`src/rtl/router_fifo_pkg.sv`:
```
// Shared constants for the 1x3 router: byte width, FIFO depth and header field positions.
package router_pkg;

    localparam int unsigned ROUTER_WIDTH      = 8;
    localparam int unsigned ROUTER_FIFO_DEPTH = 16;
    localparam int unsigned HDR_LEN_MSB       = 7;
    localparam int unsigned HDR_LEN_LSB       = 2;
    localparam int unsigned HDR_ADDR_MSB      = 1;
    localparam int unsigned HDR_ADDR_LSB      = 0;
    localparam int unsigned PKT_CNT_W         = 6;

    // Words left in a packet once its header has been read: payload plus parity.
    function automatic logic [PKT_CNT_W-1:0] hdr_words(input logic [ROUTER_WIDTH-1:0] hdr);
        return hdr[HDR_LEN_MSB:HDR_LEN_LSB] + 1'b1;
    endfunction

endpackage

```
`src/rtl/router_fifo_if.sv`:
```
// Write/read handshake bundle between the synchronizer/destination and one router_fifo.
interface router_fifo_if import router_pkg::*; #(
    parameter int unsigned WIDTH = ROUTER_WIDTH
) ();

    logic             write_enb;
    logic             read_enb;
    logic             lfd_state;
    logic [WIDTH-1:0] data_in;
    logic [WIDTH-1:0] data_out;
    logic             full;
    logic             empty;
    logic             overflow_err;
    logic             underflow_err;

    modport master (
        output write_enb, read_enb, lfd_state, data_in,
        input  data_out, full, empty, overflow_err, underflow_err
    );

    modport slave (
        input  write_enb, read_enb, lfd_state, data_in,
        output data_out, full, empty, overflow_err, underflow_err
    );

endinterface

```
`src/rtl/router_fifo_ptr.sv`:
```
// Wrap-bit read/write pointers for router_fifo: full/empty flags and accept strobes.
module router_fifo_ptr #(
    parameter int unsigned DEPTH = 16
) (
    input  logic                     clock,
    input  logic                     reset,
    input  logic                     soft_reset,
    input  logic                     write_enb,
    input  logic                     read_enb,
    output logic [$clog2(DEPTH):0]   wr_ptr,
    output logic [$clog2(DEPTH):0]   rd_ptr,
    output logic                     full,
    output logic                     empty,
    output logic                     wr_accept,
    output logic                     rd_accept
);

    localparam int unsigned AW = $clog2(DEPTH);

    assign empty = (wr_ptr == rd_ptr);
    assign full  = (wr_ptr[AW] != rd_ptr[AW]) && (wr_ptr[AW-1:0] == rd_ptr[AW-1:0]);

    // Strobes are suppressed under either reset so the top never acts on a discarded request.
    assign wr_accept = write_enb && !full  && !reset && !soft_reset;
    assign rd_accept = read_enb  && !empty && !reset && !soft_reset;

    always_ff @(posedge clock) begin
        if (reset || soft_reset) begin
            wr_ptr <= '0;
            rd_ptr <= '0;
        end else begin
            if (wr_accept) wr_ptr <= wr_ptr + 1'b1;
            if (rd_accept) rd_ptr <= rd_ptr + 1'b1;
        end
    end

endmodule

```
`src/rtl/router_fifo.sv`:
```
// Per-port output buffer of the 1x3 router with header marker and packet-length tracking.
// Optional sticky error flags are built when ROUTER_FIFO_ERR_FLAGS_EN is defined.
module router_fifo import router_pkg::*; #(
    parameter int unsigned DEPTH = ROUTER_FIFO_DEPTH,
    parameter int unsigned WIDTH = ROUTER_WIDTH
) (
    input  logic          clock,
    input  logic          reset,
    input  logic          soft_reset,
    router_fifo_if.slave  bus
);

    localparam int unsigned AW = $clog2(DEPTH);

    logic [WIDTH:0]         mem [DEPTH];
    logic [AW:0]            wr_ptr;
    logic [AW:0]            rd_ptr;
    logic                   full;
    logic                   empty;
    logic                   wr_accept;
    logic                   rd_accept;
    logic [WIDTH:0]         rd_word;
    logic [WIDTH-1:0]       data_out;
    logic [PKT_CNT_W-1:0]   pkt_cnt;

    router_fifo_ptr #(.DEPTH(DEPTH)) u_ptr (
        .clock      (clock),
        .reset      (reset),
        .soft_reset (soft_reset),
        .write_enb  (bus.write_enb),
        .read_enb   (bus.read_enb),
        .wr_ptr     (wr_ptr),
        .rd_ptr     (rd_ptr),
        .full       (full),
        .empty      (empty),
        .wr_accept  (wr_accept),
        .rd_accept  (rd_accept)
    );

    always_ff @(posedge clock) begin
        if (wr_accept) mem[wr_ptr[AW-1:0]] <= {bus.lfd_state, bus.data_in};
    end

    assign rd_word = mem[rd_ptr[AW-1:0]];

    always_ff @(posedge clock) begin
        if (reset || soft_reset) begin
            data_out <= '0;
            pkt_cnt  <= '0;
        end else if (rd_accept) begin
            data_out <= rd_word[WIDTH-1:0];
            if (rd_word[WIDTH])
                pkt_cnt <= hdr_words(rd_word[WIDTH-1:0]);
            else if (pkt_cnt != '0)
                pkt_cnt <= pkt_cnt - 1'b1;
        end else if (pkt_cnt == '0 && empty) begin
            data_out <= '0;
        end
    end

    assign bus.data_out = data_out;
    assign bus.full     = full;
    assign bus.empty    = empty;

`ifdef ROUTER_FIFO_ERR_FLAGS_EN
    logic overflow_q;
    logic underflow_q;

    always_ff @(posedge clock) begin
        if (reset) begin
            overflow_q  <= 1'b0;
            underflow_q <= 1'b0;
        end else if (!soft_reset) begin
            if (bus.write_enb && full) overflow_q  <= 1'b1;
            if (bus.read_enb && empty) underflow_q <= 1'b1;
        end
    end

    assign bus.overflow_err  = overflow_q;
    assign bus.underflow_err = underflow_q;
`else
    assign bus.overflow_err  = 1'b0;
    assign bus.underflow_err = 1'b0;
`endif

endmodule

```
`src/flat_wrapper.sv`:
```
// flat-port wrapper written by rule: the top's interface ports become plain ports
module router_fifo_flat import router_pkg::*;
#(
    parameter int unsigned DEPTH = ROUTER_FIFO_DEPTH,
    parameter int unsigned WIDTH = ROUTER_WIDTH
)
  (clock, reset, soft_reset, bus_write_enb, bus_read_enb, bus_lfd_state, bus_data_in, bus_data_out, bus_full, bus_empty, bus_overflow_err, bus_underflow_err);
  router_fifo_if #(.WIDTH(WIDTH)) bus_i ();
  input  logic clock;
  input  logic reset;
  input  logic soft_reset;
  input wire logic [$bits(bus_i.write_enb)-1:0] bus_write_enb;
  input wire logic [$bits(bus_i.read_enb)-1:0] bus_read_enb;
  input wire logic [$bits(bus_i.lfd_state)-1:0] bus_lfd_state;
  input wire logic [$bits(bus_i.data_in)-1:0] bus_data_in;
  output wire logic [$bits(bus_i.data_out)-1:0] bus_data_out;
  output wire logic [$bits(bus_i.full)-1:0] bus_full;
  output wire logic [$bits(bus_i.empty)-1:0] bus_empty;
  output wire logic [$bits(bus_i.overflow_err)-1:0] bus_overflow_err;
  output wire logic [$bits(bus_i.underflow_err)-1:0] bus_underflow_err;
  assign bus_i.write_enb = bus_write_enb;
  assign bus_i.read_enb = bus_read_enb;
  assign bus_i.lfd_state = bus_lfd_state;
  assign bus_i.data_in = bus_data_in;
  assign bus_data_out = bus_i.data_out;
  assign bus_full = bus_i.full;
  assign bus_empty = bus_i.empty;
  assign bus_overflow_err = bus_i.overflow_err;
  assign bus_underflow_err = bus_i.underflow_err;
  router_fifo #(.DEPTH(DEPTH), .WIDTH(WIDTH)) u_core (.clock(clock), .reset(reset), .soft_reset(soft_reset), .bus(bus_i));
endmodule
```
`config.mk`:
```
export PLATFORM = sky130hd
export DESIGN_NAME = router_fifo_flat
export DESIGN_NICKNAME = d
export VERILOG_FILES = /design/src/rtl/router_fifo_pkg.sv /design/src/rtl/router_fifo_if.sv /design/src/rtl/router_fifo_ptr.sv /design/src/rtl/router_fifo.sv /design/src/flat_wrapper.sv
export SDC_FILE = /design/constraint.sdc
export NUM_CORES = 1
export LEC_CHECK = 0
export ABC_CLOCK_PERIOD_IN_PS = 2800
export BUFFER_PORTS_ARGS = -buffer_cell sky130_fd_sc_hd__buf_2
export CAP_MARGIN = 20
export CORE_ASPECT_RATIO = 0.5
export CORE_UTILIZATION = 30
export DETAILED_ROUTE_END_ITERATION = 12
export PLACE_DENSITY = 0.56
export SLEW_MARGIN = 20
export SYNTH_ARGS = -nofsm -noshare
export SYNTH_HDL_FRONTEND = slang
export SYNTH_SLANG_ARGS = --single-unit
```
`constraint.sdc`:
```
create_clock -name clock -period 2.8 [get_ports clock]
set_input_delay 0.28 -clock clock [delete_from_list [all_inputs] [get_ports clock]]
set_output_delay 0.28 -clock clock [all_outputs]
set_load 0.1 [all_outputs]
```
==> flow_summary.yaml, run 1 <==
hold_path:
  hold_class: "primary input to flop"
  holdPathStages: 1
  worstHoldEndpoint: "u_core.mem[6][1]"
  min_from: "bus_data_in[1]"
power:
  powerDensity_nw_per_um2: 633
  leakagePower_nw: 2.67
  worst_ir_drop_vdd_mv: 0.490
sta:
  fin_ws_ns: 0.260
  setup_viol: 0
  rsz0062_at_grt: "no"
  finalHoldViolCount: 0
  hold_slack_ns: 0.229
  relSlewSlack_pct: 25.7
  finClkSkew_ns: 0.0109
  tightestPinTransition_ns: 1.11
  setup_tns_ns: 0
  min_period_ns: 2.54
  max_freq_ghz: 0.394
  final_max_slew_viol_count: 0
  fin_crit_sh_pct: 90.7
detailed_routing:
  drt_iter0_drc: 331
  vias_per_cell: 4.87
  via_count: 3740
  ant_nets: 0
  drt_wl_total_microns: 15100
  wire_per_inst_microns: 19.7
  drc: 0
  dr.pass1.iters: 8
synth:
  yosysWarningCount: 0
  synth_cell_types: 50
  ys_async_sr_fraction_pct: 0
  yosysSeqAreaShare_pct: 69.8
  netlist_instances: 399
  synth_edf_count: 144
  syn_avg_cell_area_sq_um: 17.5
  synth-seq-cells: 172
  syn_area_sq_um: 7000
  yosys_most_used_dff: "edfxtp_1"
clock_tree:
  cts-resized-gates: 0
  clock-sinks: 172
  post-cts-setup-buffers: 0
  cts.clk_slew.worst_paths_ns: 0.07
  cts_hold_buf: 0
  cts_tree: "yes"
  numCtsBuffers: 17
  clockBufferDepth: 2
  htree_num_levels: 4
  root_buffer: "clkbuf_16"
  clk_latency_ns: 0.43
grt:
  grt_max_degree: 25
  grt_first_pass_wirelength_microns: 22800
  gr-usage-all-layers_pct: 13.3
  grt_antenna_before_repair: 1
  grt_pass1_vias: 3650
  gr-total-overflow: 0
floorplan:
  rows: 39
  pin_count: 26
  dieArea_sq_um: 24000
  core_area_sq_um: 22800
  dieWidth_microns: 218
  die_y_microns: 110
  initial_core_util_pct: 30.6
finish:
  final_cell_mix: "144 x edfxtp_1, 30 x nor2_1, 29 x mux4_2, 26 x dfxtp_1"
  drive_gt1_share_pct: 25.8
  layout_commonest_cell: "edfxtp_1"
  diodes: 0
  multi_input_area_sq_um: 1970
  fin_util_pct: 35.7
  regArea_sq_um: 4890
  fin_nets: 471
  area_delta_synth_final_pct: 16.6
  instances_no_fill: 768
  fill_cells: 2150
critical_path:
  critPathCaptureType: "flop"
  r2r_end: "u_core.pkt_cnt[5]"
  critical_path_class: "flop to flop"
  r2r_slack_ns: 0.26
  critical_path.max_fanout: 8
  worstPathRequired_ns: 3.10
  critPathLaunchType: "flop"
  arrival_ns: 2.84
  ff2ff_path_depth: 7
place:
  dp_hpwl_microns: 9990
  io_buffers: 23
  globalplace.congestion: 0.821
  dp_cells: 737
  place_ws_ns: 0.253
status:
  status: "complete, no violations"
flow_run:
  maxCapViolCount: 0
[report_power, final]
part	internal (mW)	total (mW)	switching [mW]	leakage (nW)
logic	0.0572	0.186	0.129	0.883
registers	2.78	2.78	0.00551	1.52
clock network	1.22	2.20	0.974	0.266
total	4.06	5.17	1.11	2.67
[how the worst max path moves through the flow]
stage / to / slack, ns / depth (start not counted)
global route: u_core.pkt_cnt[5] / 0.17 / 7
global placement: u_core.pkt_cnt[5] / 0.26 / 7
detailed placement: u_core.pkt_cnt[5] / 0.25 / 7
CTS: u_core.pkt_cnt[5] / 0.24 / 7
finish: u_core.pkt_cnt[5] / 0.26 / 7
floorplan: u_core.bus.data_out[2] / 0.04 / 8
[critical path, stage by stage, from the launching register on]
cell	delay [ns]
dfxtp_2	0.35
buf_4	0.21
mux4_2	0.51
a22o_1	0.25
a221oi_2	0.34
nand3b_1	0.16
mux2i_1	0.07
or4_1	0.51
[cells in the mapped netlist, types with 4 or more instances]
master / instances / area share (%)
nand2_1: 16 / 0.86
a22o_1: 6 / 0.75
inv_1: 6 / 0.32
xnor2_1: 5 / 0.63
nor2_1: 32 / 1.7
nand2b_1: 4 / 0.36
nor2b_1: 4 / 0.36
a21oi_1: 7 / 0.50
mux4_1: 7 / 2.6
nor3_1: 7 / 0.50
edfxtp_1: 144 / 62
ha_1: 8 / 1.4
a22oi_1: 9 / 0.97
mux2i_1: 13 / 1.9
mux4_2: 29 / 9.3
clkbuf_1: 8 / 0.43
xor2_1: 13 / 1.6
dfxtp_1: 28 / 8.0
[kinds of logic after synthesis]
family / synth area share, %
and+or+nand+nor: 6.04
other: 0.0536
xor gates and xnor gates: 2.25
buffers and inverters: 2.11
AOI/OAI and AO/OA: 4.49
adders and majority gates: 1.43
muxes: 13.8
DFF: 69.8
[per-layer routing]
metal	GRT usage (%)	routed length, microns
met1	19.0	7590
met2	20.1	6890
met3	3.07	567
met4	3.95	82
met5	0	0
[layout make-up]
cell class	instances	share of cell area (%)
clock inverter	13	1.43
timing repair buffer	49	4.26
clock buffer	18	5.26
sequential	172	59.9
tap	307	4.71
multi-input combinational	203	24.2
inverter	6	0.276
[sequential cells by signal, summed over array words and instances (netlist names), named ones only]
| signal | count |
|---|---|
| u_core.bus.data_out | 8 |
| u_core.mem | 144 |
| u_core.pkt_cnt | 6 |
| u_core.u_ptr.rd_ptr | 5 |
| u_core.u_ptr.wr_ptr | 5 |
[stage by stage]
| stage | total power, mW | area (sq um) |
|---|---|---|
| 2_1_floorplan | 2.95 | 7000 |
| 3_3_place_gp | 3.02 | 7610 |
| 3_5_place_dp | 3.03 | 7610 |
| 4_1_cts | 5.21 | 8160 |
| 5_1_grt | 5.33 | 8160 |
| 6_report | 5.17 | 8160 |
Note: power is estimated with default switching activity, not from simulation.
==> run 2: changes to the inputs <==
--- a/config.mk
+++ b/config.mk
@@ -10,4 +10,5 @@
 export CAP_MARGIN = 20
 export CORE_ASPECT_RATIO = 0.5
+export CORE_MARGIN = 10
 export CORE_UTILIZATION = 30
 export DETAILED_ROUTE_END_ITERATION = 12
==> constraint.sdc (replaced) <==
create_clock -name clock -period 2.8 [get_ports clock]
set_input_delay 0.28 -clock clock [delete_from_list [all_inputs] [get_ports clock]]
set_output_delay 0.28 -clock clock [all_outputs]
set_load 0.005 [all_outputs]
==> flow_summary.yaml, run 2 (same netlist as run 1, synthesis figures left out) <==
status:
  status: "complete, no violations"
critical_path:
  critical_path.max_fanout: 14
  arrival_ns: 2.87
  slowest_delay_ns: 0.51
  critPathCaptureType: "flop"
  critPathLaunchType: "flop"
  critical_path_class: "flop to flop"
  path_cells: "buf_4 -> mux4_2 -> a22o_1 -> a221oi_2 -> nand3b_1 -> mux2i_1 -> or4_1"
  ff2ff_path_depth: 7
  critPathSlowestCell: "or4_1"
  worstPathRequired_ns: 3.10
sta:
  max_freq_ghz: 0.390
  setup_tns_ns: 0
  setup_viol: 0
  finClkSkew_ns: 0.0124
  fin_crit_sh_pct: 91.5
  relSlewSlack_pct: 28.2
  final_max_slew_viol_count: 0
  tightestPinTransition_ns: 1.07
  finalHoldViolCount: 0
  rsz0062_at_grt: "no"
  min_period_ns: 2.56
power:
  leakagePower_nw: 2.65
  netSwitchingPower_mw: 1.09
  pwr-share-seq_pct: 54.1
  worst_ir_drop_vdd_mv: 0.455
  internal_power_mw: 4.05
  switching_share_pct: 21.2
  p_comb_share_pct: 3.0
  powerDensity_nw_per_um2: 633
  p_clk_share_pct: 42.9
finish:
  final_cell_mix: "144 x edfxtp_1, 30 x nor2_1, 29 x mux4_2, 26 x dfxtp_1, 24 x buf_4"
  instances_no_fill: 767
  area_delta_synth_final_pct: 16.2
  fill_cells: 2145
  diodes: 0
  layout_commonest_cell: "edfxtp_1"
  regArea_sq_um: 4890
  multi_input_area_sq_um: 1970
  drive_gt1_share_pct: 25.4
  largest_reg_flops: 144
  fin_nets: 470
clock_tree:
  clockBufferDepth: 2
  post-cts-setup-buffers: 0
  clk_latency_ns: 0.43
  cts_tree: "yes"
  numCtsBuffers: 17
  htree_num_levels: 4
  cts-resized-gates: 0
  cts.clk_slew.worst_paths_ns: 0.07
  cts_hold_buf: 0
  root_buffer: "clkbuf_16"
  clock-sinks: 172
place:
  dp_cells: 735
  io_buffers: 23
  globalplace.congestion: 0.748
  dp_hpwl_microns: 9890
detailed_routing:
  drc: 0
  ant_nets: 0
  drt_wl_total_microns: 14900
  dr.pass1.iters: 4
  drt_iter0_drc: 268
  via_count: 3621
  vias_per_cell: 4.72
  wire_per_inst_microns: 19.4
grt:
  grt_first_pass_wirelength_microns: 23000
  busiest_layer: "met2"
  grt_pass1_vias: 3703
  grt_max_degree: 26
  grt_antenna_before_repair: 1
  use_met1_pct: 13.6
  gr-usage-all-layers_pct: 10.0
  use_met2_pct: 15.3
  grt_util_met3_pct: 2.20
  gr-total-overflow: 0
floorplan:
  core_area_sq_um: 22900
  dieArea_sq_um: 30200
  die_y_microns: 128
  initial_core_util_pct: 30.6
  rows: 39
  pin_count: 26
  dieWidth_microns: 236
hold_path:
  holdPathStages: 1
  hold_class: "primary input to flop"
flow_run:
  maxCapViolCount: 0
-- run 2: cell types whose count changed in the layout (fill, tap and decap cells not counted) --
cell        before  now
clkinvlp_4       1    4
buf_12           3    1
clkinv_1         2    4
clkinv_2         2    0
inv_6            4    2
buf_4           23   24
clkbuf_1         1    0
clkinv_4         3    2
inv_8            0    1
-- run 2: path summary, 6_finish.rpt --
path | slack, ns | endpoint | startpoint
max | 0.24 | u_core.pkt_cnt[5] | flop
min | 0.23 | u_core.mem[0][5] | bus_data_in[5]
max reg2reg | 0.24 | u_core.pkt_cnt[5] | flop
min reg2reg | 0.47 | u_core.bus.data_out[2] | u_core.bus.data_out[2]
-- run 2: area by class of cell --
type                       instances  share of cell area [%]
sequential                       172                    60.1
timing repair buffer              48                    3.88
inverter                           6                   0.277
multi-input combinational        203                    24.3
tap                              307                    4.72
clock inverter                    14                    1.49
clock buffer                      17                    5.23
-- run 2: power by group through the flow --
| stage | Combinational [mW] | Sequential (mW) | Clock, mW |
|---|---|---|---|
| after floorplan | 0.0845 | 2.84 | 0 |
| after global placement | 0.152 | 2.84 | 0 |
| after detailed placement | 0.154 | 2.84 | 0 |
| after CTS | 0.155 | 2.78 | 2.25 |
| after global routing | 0.170 | 2.78 | 2.36 |
| final | 0.152 | 2.78 | 2.21 |
-- run 2: routing by layer --
layer  part of all wire (%)  wire (microns)  vias to the layer above
li1                       -               -                     1673
met3                    4.0             597                       21
met4                    1.8             261                        2
met2                     46            6800                       64
met5                  0.087              13                        -
met1                     48            7210                     1861
-- run 2: per-stage QoR --
stage / utilization [%] / hold WS [ns] / cell area, sq um / power [mW] / setup slack, ns
4_1_cts: 35.5 / 0.224 / 8120 / 5.18 / 0.214
2_1_floorplan: - / 0.379 / 7000 / 2.92 / 0.451
3_5_place_dp: 33.1 / 0.459 / 7570 / 2.99 / 0.231
5_1_grt: 35.5 / 0.235 / 8130 / 5.31 / 0.0321
6_report: 35.5 / 0.233 / 8130 / 5.14 / 0.237
3_3_place_gp: 33.1 / 0.457 / 7570 / 2.99 / 0.240
-- run 2: critical path, delay by kind of cell (launching register included) --
family,cells,cell delay (ns)
AOI/OAI and AO/OA,2,0.55
DFF,1,0.50
buffers and inverters,1,0.31
and+or+nand+nor,2,0.66
muxes,2,0.40
==> run 3: changes to the inputs <==
Settings changed: CORE_UTILIZATION 30 to 40, PLACE_DENSITY 0.56 to 0.67.
==> flow_summary.yaml, run 3 (same netlist as run 1, synthesis figures left out) <==
status:
  status: "complete, no violations"
grt:
  grt_first_pass_wirelength_microns: 22600
  gr-usage-all-layers_pct: 12.5
  gr-total-overflow: 0
  grt_antenna_before_repair: 2
  grt_pass1_vias: 3778
  grt_max_degree: 35
critical_path:
  worstPathRequired_ns: 3.10
  critical_path_class: "flop to flop"
  ff2ff_path_depth: 7
  critPathCaptureType: "flop"
  critical_path.max_fanout: 9
  critPathLaunchType: "flop"
  arrival_ns: 2.88
flow_run:
  maxCapViolCount: 0
place:
  dp_cells: 662
  place_area_sq_um: 7500
  globalplace.congestion: 0.751
  io_buffers: 23
  dp_hpwl_microns: 9540
sta:
  setup_viol: 0
  setup_tns_ns: 0
  finalHoldViolCount: 0
  min_period_ns: 2.58
  tightestPinTransition_ns: 1.09
  relSlewSlack_pct: 26.8
  finClkSkew_ns: 0.0129
  rsz0062_at_grt: "no"
  hold_slack_ns: 0.226
  fin_crit_sh_pct: 92.2
  max_freq_ghz: 0.387
  final_max_slew_viol_count: 0
floorplan:
  core_area_sq_um: 17300
  die_y_microns: 114
  pin_count: 26
  dieWidth_microns: 207
  dieArea_sq_um: 23500
  rows: 34
  initial_core_util_pct: 40.5
power:
  p_total_mw: 5.37
  pwr-share-seq_pct: 51.9
  p_comb_share_pct: 2.9
  powerDensity_nw_per_um2: 661
  netSwitchingPower_mw: 1.17
  leakagePower_nw: 2.69
  internal_power_mw: 4.20
  p_clk_share_pct: 45.3
  worst_ir_drop_vdd_mv: 0.565
  switching_share_pct: 21.8
detailed_routing:
  dr_wl_met3_microns: 891
  dr.pass1.iters: 4
  via_count: 3749
  route.met2.wl_microns: 6450
  highest_layer: "met5"
  drc: 0
  drt_iter0_drc: 290
  wl_met1_microns: 6820
  vias_per_cell: 5.40
  wire_per_inst_microns: 20.8
  ant_nets: 0
  drt_wl_total_microns: 14400
clock_tree:
  cts.clk_slew.worst_paths_ns: 0.07
  cts_tree: "yes"
  post-cts-setup-buffers: 0
  cts_hold_buf: 0
  clockBufferDepth: 2
  clock-sinks: 172
  clk_latency_ns: 0.43
  numCtsBuffers: 17
  root_buffer: "clkbuf_16"
  cts-resized-gates: 0
  htree_num_levels: 4
finish:
  final_cell_mix: "144 x edfxtp_1, 30 x nor2_1, 29 x mux4_2, 26 x dfxtp_1, 23 x buf_2"
  area_delta_synth_final_pct: 16.1
  largest_reg_flops: 144
  layout_commonest_cell: "edfxtp_1"
  fin_area_sq_um: 8120
  fill_cells: 1471
  instances_no_fill: 694
  drive_gt1_share_pct: 26.3
  diodes: 0
  fin_nets: 469
hold_path:
  hold_class: "primary input to flop"
  holdPathStages: 1
run 3: cell types whose count changed in the layout (fill, tap and decap cells not counted), moves of 2 or more:
cell / previous run / this run
clkinv_8: 0 / 2
inv_8: 1 / 4
clkinv_1: 4 / 0
clkinvlp_4: 4 / 2
buf_4: 24 / 21
run 3: per-layer routing:
layer	GRT usage, %	vias up
li1	-	1682
met1	17.2	1909
met2	18.5	130
met3	3.30	24
met4	4.78	4
met5	0	-
run 3: worst paths after layout:
kind                                        startpoint                      to  slack [ns]
worst max-delay path                              flop       u_core.pkt_cnt[5]        0.22
worst min-delay path                    bus_data_in[0]        u_core.mem[7][0]        0.23
worst max register to register                    flop       u_core.pkt_cnt[5]        0.22
worst min register to register  u_core.bus.data_out[4]  u_core.bus.data_out[4]        0.47
run 3: stage by stage:
step,util (%),setup slack [ns]
after floorplan,-,0.451
after global placement,43.3,0.256
after detailed placement,43.4,0.225
after CTS,47.0,0.191
after global routing,47.0,0.0497
final,47.0,0.218
run 3: power groups by stage:
stage	clock [mW]	sequential, mW	combinational (mW)
after global placement	0	2.84	0.151
after global routing	2.57	2.78	0.170
final	2.43	2.78	0.154
after detailed placement	0	2.84	0.154
after floorplan	0	2.84	0.0845
after CTS	2.46	2.78	0.154
run 3: critical path, cell delays in order, from the launching register on:
cell and delay (ns):
dfxtp_2 0.53, buf_4 0.20, mux4_2 0.51, a22oi_1 0.30, nand2_1 0.21, nand4_2 0.12, mux2i_1 0.08, or4_1 0.50
run 3: final cells by class:
cell class	count	area, sq um	area share [%]
sequential	172	4890	60.2
multi-input combinational	203	1970	24.3
clock buffer	17	425	5.24
timing repair buffer	47	324	3.99
tap	234	293	3.60
clock inverter	15	196	2.42
inverter	6	22.5	0.277
